--- src/rtl/frame_scanout_if.sv ---
// Bus between frame_scanout, the frame_buf read port and the video sink.
// rd_en_out low for one cycle requests one pixel; frame_buf answers on pix_in the following cycle, with no back-pressure.
interface frame_scanout_if #(
  parameter int DATA_WIDTH = 24
);
  logic                  frame_rdy;
  logic [DATA_WIDTH-1:0] pix_in;
  logic                  rd_en_out;
  logic [DATA_WIDTH-1:0] pix_out;
  logic                  de;
  logic                  hsync;
  logic                  vsync;
  logic                  underrun;

  modport master (
    input  frame_rdy, pix_in,
    output rd_en_out, pix_out, de, hsync, vsync, underrun
  );

  modport slave (
    output frame_rdy, pix_in,
    input  rd_en_out, pix_out, de, hsync, vsync, underrun
  );
endinterface

--- src/rtl/frame_scanout.sv ---
// Raster scan-out engine: counts h/v timing, strobes frame_buf reads for visible pixels
// and emits registered pixel/de/hsync/vsync aligned three cycles after the counters.
module frame_scanout #(
  parameter int DATA_WIDTH = 24,
  parameter int H_ACTIVE   = 4,
  parameter int H_FP       = 1,
  parameter int H_SYNC     = 1,
  parameter int H_BP       = 1,
  parameter int V_ACTIVE   = 2,
  parameter int V_FP       = 1,
  parameter int V_SYNC     = 1,
  parameter int V_BP       = 1,
  parameter int CNT_WIDTH  = 8
) (
  input  logic               clk,
  input  logic               reset,
  frame_scanout_if.master    bus,
  output logic [1:0]         state_dbg
);

  localparam int H_TOTAL = H_ACTIVE + H_FP + H_SYNC + H_BP;
  localparam int V_TOTAL = V_ACTIVE + V_FP + V_SYNC + V_BP;

  localparam logic [CNT_WIDTH-1:0] H_LAST  = CNT_WIDTH'(H_TOTAL - 1);
  localparam logic [CNT_WIDTH-1:0] V_LAST  = CNT_WIDTH'(V_TOTAL - 1);
  localparam logic [CNT_WIDTH-1:0] H_ACT   = CNT_WIDTH'(H_ACTIVE);
  localparam logic [CNT_WIDTH-1:0] V_ACT   = CNT_WIDTH'(V_ACTIVE);
  localparam logic [CNT_WIDTH-1:0] HS_BEG  = CNT_WIDTH'(H_ACTIVE + H_FP);
  localparam logic [CNT_WIDTH-1:0] HS_END  = CNT_WIDTH'(H_ACTIVE + H_FP + H_SYNC);
  localparam logic [CNT_WIDTH-1:0] VS_BEG  = CNT_WIDTH'(V_ACTIVE + V_FP);
  localparam logic [CNT_WIDTH-1:0] VS_END  = CNT_WIDTH'(V_ACTIVE + V_FP + V_SYNC);

  typedef enum logic [1:0] {
    IDLE  = 2'd0,
    SCAN  = 2'd1,
    BLANK = 2'd2
  } state_t;

  state_t               state;
  logic [CNT_WIDTH-1:0] h_cnt;
  logic [CNT_WIDTH-1:0] v_cnt;

  // Stage 1 travels with rd_en_out; stage 2 travels with pix_in.
  logic s1_de, s1_hs, s1_vs;
  logic s2_de, s2_hs, s2_vs, s2_rd;

  logic running, visible, hs_win, vs_win, h_last, v_last;

  assign running = (state != IDLE);
  assign visible = (h_cnt < H_ACT) && (v_cnt < V_ACT);
  assign hs_win  = (h_cnt >= HS_BEG) && (h_cnt < HS_END);
  assign vs_win  = (v_cnt >= VS_BEG) && (v_cnt < VS_END);
  assign h_last  = (h_cnt == H_LAST);
  assign v_last  = (v_cnt == V_LAST);

  assign state_dbg = state;

  always_ff @(posedge clk or negedge reset) begin
    if (!reset) begin
      state         <= IDLE;
      h_cnt         <= '0;
      v_cnt         <= '0;
      s1_de         <= 1'b0;
      s1_hs         <= 1'b0;
      s1_vs         <= 1'b0;
      s2_de         <= 1'b0;
      s2_hs         <= 1'b0;
      s2_vs         <= 1'b0;
      s2_rd         <= 1'b0;
      bus.rd_en_out <= 1'b1;
      bus.pix_out   <= {DATA_WIDTH{1'b0}};
      bus.de        <= 1'b0;
      bus.hsync     <= 1'b1;
      bus.vsync     <= 1'b1;
      bus.underrun  <= 1'b0;
    end else begin
      case (state)
        IDLE: begin
          if (bus.frame_rdy) state <= SCAN;
        end
        default: begin
          h_cnt <= h_last ? '0 : h_cnt + CNT_WIDTH'(1);
          if (h_last) v_cnt <= v_last ? '0 : v_cnt + CNT_WIDTH'(1);
          // frame_rdy only matters at the frame boundary; mid-frame changes are ignored.
          if (h_last && v_last) begin
            if (bus.frame_rdy) begin
              state <= SCAN;
            end else begin
              state        <= BLANK;
              bus.underrun <= 1'b1;
            end
          end
        end
      endcase

      bus.rd_en_out <= ~((state == SCAN) && visible);
      s1_de         <= running && visible;
      s1_hs         <= running && hs_win;
      s1_vs         <= running && vs_win;

      s2_de <= s1_de;
      s2_hs <= s1_hs;
      s2_vs <= s1_vs;
      s2_rd <= ~bus.rd_en_out;

      // Only pixels that were actually read reach the output; blank frames show zero.
      bus.pix_out <= s2_rd ? bus.pix_in : {DATA_WIDTH{1'b0}};
      bus.de      <= s2_de;
      bus.hsync   <= ~s2_hs;
      bus.vsync   <= ~s2_vs;
    end
  end

endmodule

--- src/flat_wrapper.sv ---
// flat-port wrapper written by rule: the top's interface ports become plain ports
module frame_scanout_flat 
#(
  parameter int DATA_WIDTH = 24,
  parameter int H_ACTIVE   = 4,
  parameter int H_FP       = 1,
  parameter int H_SYNC     = 1,
  parameter int H_BP       = 1,
  parameter int V_ACTIVE   = 2,
  parameter int V_FP       = 1,
  parameter int V_SYNC     = 1,
  parameter int V_BP       = 1,
  parameter int CNT_WIDTH  = 8
)
  (clk, reset, state_dbg, bus_frame_rdy, bus_pix_in, bus_rd_en_out, bus_pix_out, bus_de, bus_hsync, bus_vsync, bus_underrun);
  frame_scanout_if #(.DATA_WIDTH(DATA_WIDTH)) bus_i ();
  input  logic clk;
  input  logic reset;
  output logic [1:0] state_dbg;
  input wire logic [$bits(bus_i.frame_rdy)-1:0] bus_frame_rdy;
  input wire logic [$bits(bus_i.pix_in)-1:0] bus_pix_in;
  output wire logic [$bits(bus_i.rd_en_out)-1:0] bus_rd_en_out;
  output wire logic [$bits(bus_i.pix_out)-1:0] bus_pix_out;
  output wire logic [$bits(bus_i.de)-1:0] bus_de;
  output wire logic [$bits(bus_i.hsync)-1:0] bus_hsync;
  output wire logic [$bits(bus_i.vsync)-1:0] bus_vsync;
  output wire logic [$bits(bus_i.underrun)-1:0] bus_underrun;
  assign bus_i.frame_rdy = bus_frame_rdy;
  assign bus_i.pix_in = bus_pix_in;
  assign bus_rd_en_out = bus_i.rd_en_out;
  assign bus_pix_out = bus_i.pix_out;
  assign bus_de = bus_i.de;
  assign bus_hsync = bus_i.hsync;
  assign bus_vsync = bus_i.vsync;
  assign bus_underrun = bus_i.underrun;
  frame_scanout #(.DATA_WIDTH(DATA_WIDTH), .H_ACTIVE(H_ACTIVE), .H_FP(H_FP), .H_SYNC(H_SYNC), .H_BP(H_BP), .V_ACTIVE(V_ACTIVE), .V_FP(V_FP), .V_SYNC(V_SYNC), .V_BP(V_BP), .CNT_WIDTH(CNT_WIDTH)) u_core (.clk(clk), .reset(reset), .bus(bus_i), .state_dbg(state_dbg));
endmodule
--- config.mk ---
export PLATFORM = sky130hd
export DESIGN_NAME = frame_scanout_flat
export DESIGN_NICKNAME = d
export VERILOG_FILES = /design/src/rtl/frame_scanout_if.sv /design/src/rtl/frame_scanout.sv /design/src/flat_wrapper.sv
export SDC_FILE = /design/constraint.sdc
export NUM_CORES = 1
export LEC_CHECK = 0
export CAP_MARGIN = 20
export CORE_ASPECT_RATIO = 1.5
export CORE_MARGIN = 2
export CORE_UTILIZATION = 26
export CTS_CLUSTER_DIAMETER = 120
export CTS_CLUSTER_SIZE = 40
export DETAILED_ROUTE_END_ITERATION = 8
export DONT_BUFFER_PORTS = 1
export GPL_ROUTABILITY_DRIVEN = 0
export PLACE_DENSITY = 0.43
export SETUP_SLACK_MARGIN = 0.15
export SLEW_MARGIN = 15
export SYNTH_ARGS = -nofsm -noshare
export SYNTH_HDL_FRONTEND = slang
export SYNTH_SLANG_ARGS = --single-unit
--- constraint.sdc ---
create_clock -name clk -period 3.5 [get_ports clk]
set_input_delay 0.7 -clock clk [delete_from_list [all_inputs] [get_ports clk]]
set_output_delay 0.7 -clock clk [all_outputs]
set_load 0.05 [all_outputs]
==> results.toml <==
[route]
firstDrtPassIters = 3
highest_layer = "met4"
wl_per_cell_um = 13.91
antenna_left = 0
routed-wl-met2_um = 2079
vias_per_cell = 4.405
drc_errors = 0
vias = 1207
drt-initial-drc-count = 55
drt-met1-wl_um = 1422
route.met3.wl_um = 272
wl_um = 3810

[die]
fp.dieH_um = 113.7
die_w_um = 77.11
io_pins = 58
num_rows = 40
fp.dieArea_um2 = 8764
initial_core_util_pct = 26.36
coreArea_um2 = 7908

[sta]
setup_slack_ns = 1.425
hold_violations = 0
period_minus_slack_ns = 2.075
slew_headroom_pct = 52.64
timing.final.crit_share_pct = 59.30
drv_slew = 0
finalSetupViolCount = 0
whs_ns = 0.1056
max_clock_freq_ghz = 0.4818
fin_skew_ns = 0.003816
setup-tns-final_ns = 0
rsz0062_at_grt = "false"
tightest_slew_ns = 0.7065

[grt]
antenna_found_initial = 0
globalRouteTotalUtil_pct = 9.332
grt_overflow = 0
grt_pass1_wl_um = 6444
grt_pass1_vias = 1274
grt_max_degree = 55

[clocking]
hold_buffers = 0
cts_tree = "yes"
clkTransAtPathRegs_ns = 0.07
cts.sinks = 54
cts_buffers = 5
cts_setup_buffers = 0
cts_max_level = 2
clk_path_buf_depth = 2
cts_resized = 0
insertion_delay_ns = 0.28
ctsRootBufferMaster = "clkbuf_16"

[cells_and_area]
nNetsFinal = 201
area_delta_synth_final_pct = 13.15
antenna_cells = 0
stdcell_area_um2 = 2359
drive_gt1_share_pct = 11.83

[placed_design]
place_hpwl_um = 2834
io_buffers = 0
dp_slack_ns = 1.410
dpl_cell_area_um2 = 2203

[setup_path]
critPathKind = "register to register"
r2r-start = "u_core.state_dbg[0]$_DFFE_PN0P_"
rr_endpoint = "u_core.v_cnt[7]$_DFFE_PN0P_"
start_kind = "register"
critical_path_required_ns = 3.71
path_max_fanout = 13
worst_setup_path_end_kind = "register"
rrSetupSlack_ns = 1.42
arrival_ns = 2.29
reg2reg_depth = 4

[power_and_ir_drop]
intPower_mw = 1.177
p_comb_share_pct = 13.9
p_per_area_nw_per_um2 = 812.9
p_leak_nw = 1.111
switchingPower_mw = 0.7403
pwr-share-clk_pct = 26.3
p_seq_share_pct = 59.8
swShare_pct = 38.61
ir_drop_mv = 0.2547

[yosys]
synth_area_um2 = 2084
synth_nets = 197
synthDistinctLibCells = 39
synth_edf_count = 0
yosysWarnings = 0
ys_async_sr_fraction_pct = 100.0
yosys.area.top_type = "dfrtp_1"
avgSynthCellArea_um2 = 12.71
yosys-top-cells-area = "dfrtp_1, and2_1, dfstp_2, ha_1, xor2_1"
ys_seq_area_share_pct = 65.01
yosysTopAreaCellShare_pct = 61.22
synthFlopType = "dfrtp_1"
synth_cells = 164
synth_seq_cells = 54

[flow_run]
maxCapViolations = 0

[run_status]
status = "finished, final reports clean"

[worst_hold_path]
min_path_type = "primary input to async pin"
==> worst max-delay path by stage <==
stage,startpoint,to,slack [ns],cells past startpoint
CTS,u_core.state_dbg[0]$_DFFE_PN0P_,u_core.v_cnt[7]$_DFFE_PN0P_,1.40,4
finish,u_core.state_dbg[0]$_DFFE_PN0P_,u_core.v_cnt[7]$_DFFE_PN0P_,1.42,4
floorplan,u_core.state_dbg[1]$_DFFE_PN0P_,u_core.v_cnt[0]$_DFFE_PN0P_,1.82,4
global route,u_core.state_dbg[1]$_DFFE_PN0P_,u_core.v_cnt[2]$_DFFE_PN0P_,1.27,4
global placement,u_core.state_dbg[1]$_DFFE_PN0P_,u_core.v_cnt[7]$_DFFE_PN0P_,1.52,4
detailed placement,u_core.state_dbg[0]$_DFFE_PN0P_,u_core.v_cnt[7]$_DFFE_PN0P_,1.41,4
==> state kept, by name (all words and copies together), names as in the netlist <==
register and cells:
u_core.s2_vs 1, u_core.s2_hs 1, u_core.bus.de 1, u_core.s1_vs 1, u_core.s1_hs 1, u_core.state_dbg 2, u_core.bus.vsync 1, u_core.s2_de 1
u_core.bus.hsync 1, u_core.bus.pix_out 24, u_core.s2_rd 1, u_core.bus.rd_en_out 1, u_core.bus.underrun 1, u_core.v_cnt 8, u_core.h_cnt 8, u_core.s1_de 1
==> synthesized netlist by cell type, types with 2 or more instances <==
master    count
o21ai_0       6
clkbuf_1      2
nand2_1      11
ha_1          6
or3_4         2
and2_1       25
a31oi_1       2
nand3_1       2
nor2_1        4
or3_1         4
xnor2_1       4
dfstp_2       3
xor2_1        5
inv_1        10
nor3_1        2
dfrtp_1      51
nand4_1       3
==> layout make-up <==
cell class / count / area, um^2
tap: 105 / 131.4
multi-input combinational: 97 / 679.4
inverter: 10 / 37.54
clock inverter: 2 / 16.27
clock buffer: 6 / 138.9
fill: 845 / 5549
sequential: 54 / 1355
==> critical path, cell delays in order (launching register included) <==
cell and delay, ns:
dfrtp_1 0.73, nor2_1 0.20, nor3_2 0.63, and4_1 0.31
xor2_1 0.14
==> routing by layer <==
metal  vias to the layer above  track usage [%]
li1                        550                -
met1                       609            9.322
met2                        46            17.60
met3                         2            3.006
met4                         0            3.929
met5                         -                0
==> cells by family (layout without fill, tap and decap cells) <==
family / after synthesis / in the layout / synth area share, %
AND/OR/NAND/NOR: 65 / 65 / 19.93
buffers and inverters: 13 / 18 / 2.401
flip-flops: 54 / 54 / 65.01
adder cells (fa/ha/maj): 6 / 6 / 3.601
XOR/XNOR: 9 / 9 / 3.781
AO/OA/AOI/OAI: 17 / 17 / 5.282
==> placed cells by master (no fill, tap or decap), types with 2 or more instances in the layout <==
master     instances
nor3_1             2
xnor2_1            4
or3_1              4
nor2_1             4
dfrtp_1           51
a31oi_1            2
nand4_1            3
dfstp_2            3
nand2_1           11
xor2_1             5
clkbuf_16          5
inv_1             10
o21ai_0            6
nand3_1            2
and2_1            25
or3_4              2
ha_1               6
==> power groups by stage <==
stage / clock network (mW) / logic (mW) / registers (mW)
CTS: 0.529 / 0.275 / 1.15
detailed placement: 0 / 0.274 / 1.17
global route: 0.554 / 0.313 / 1.17
global placement: 0 / 0.262 / 1.16
floorplan: 0 / 0.228 / 1.12
finish: 0.504 / 0.266 / 1.15
==> through the flow <==
step                util (%)  std cells  power [mW]
detailed placement     27.86        266       1.440
finish                 29.83        274       1.917
global placement       27.86        266       1.422
CTS                    29.83        274       1.957
floorplan                  -        164       1.351
global route           29.83        274       2.037
Note: power is estimated with default switching activity, not from simulation.
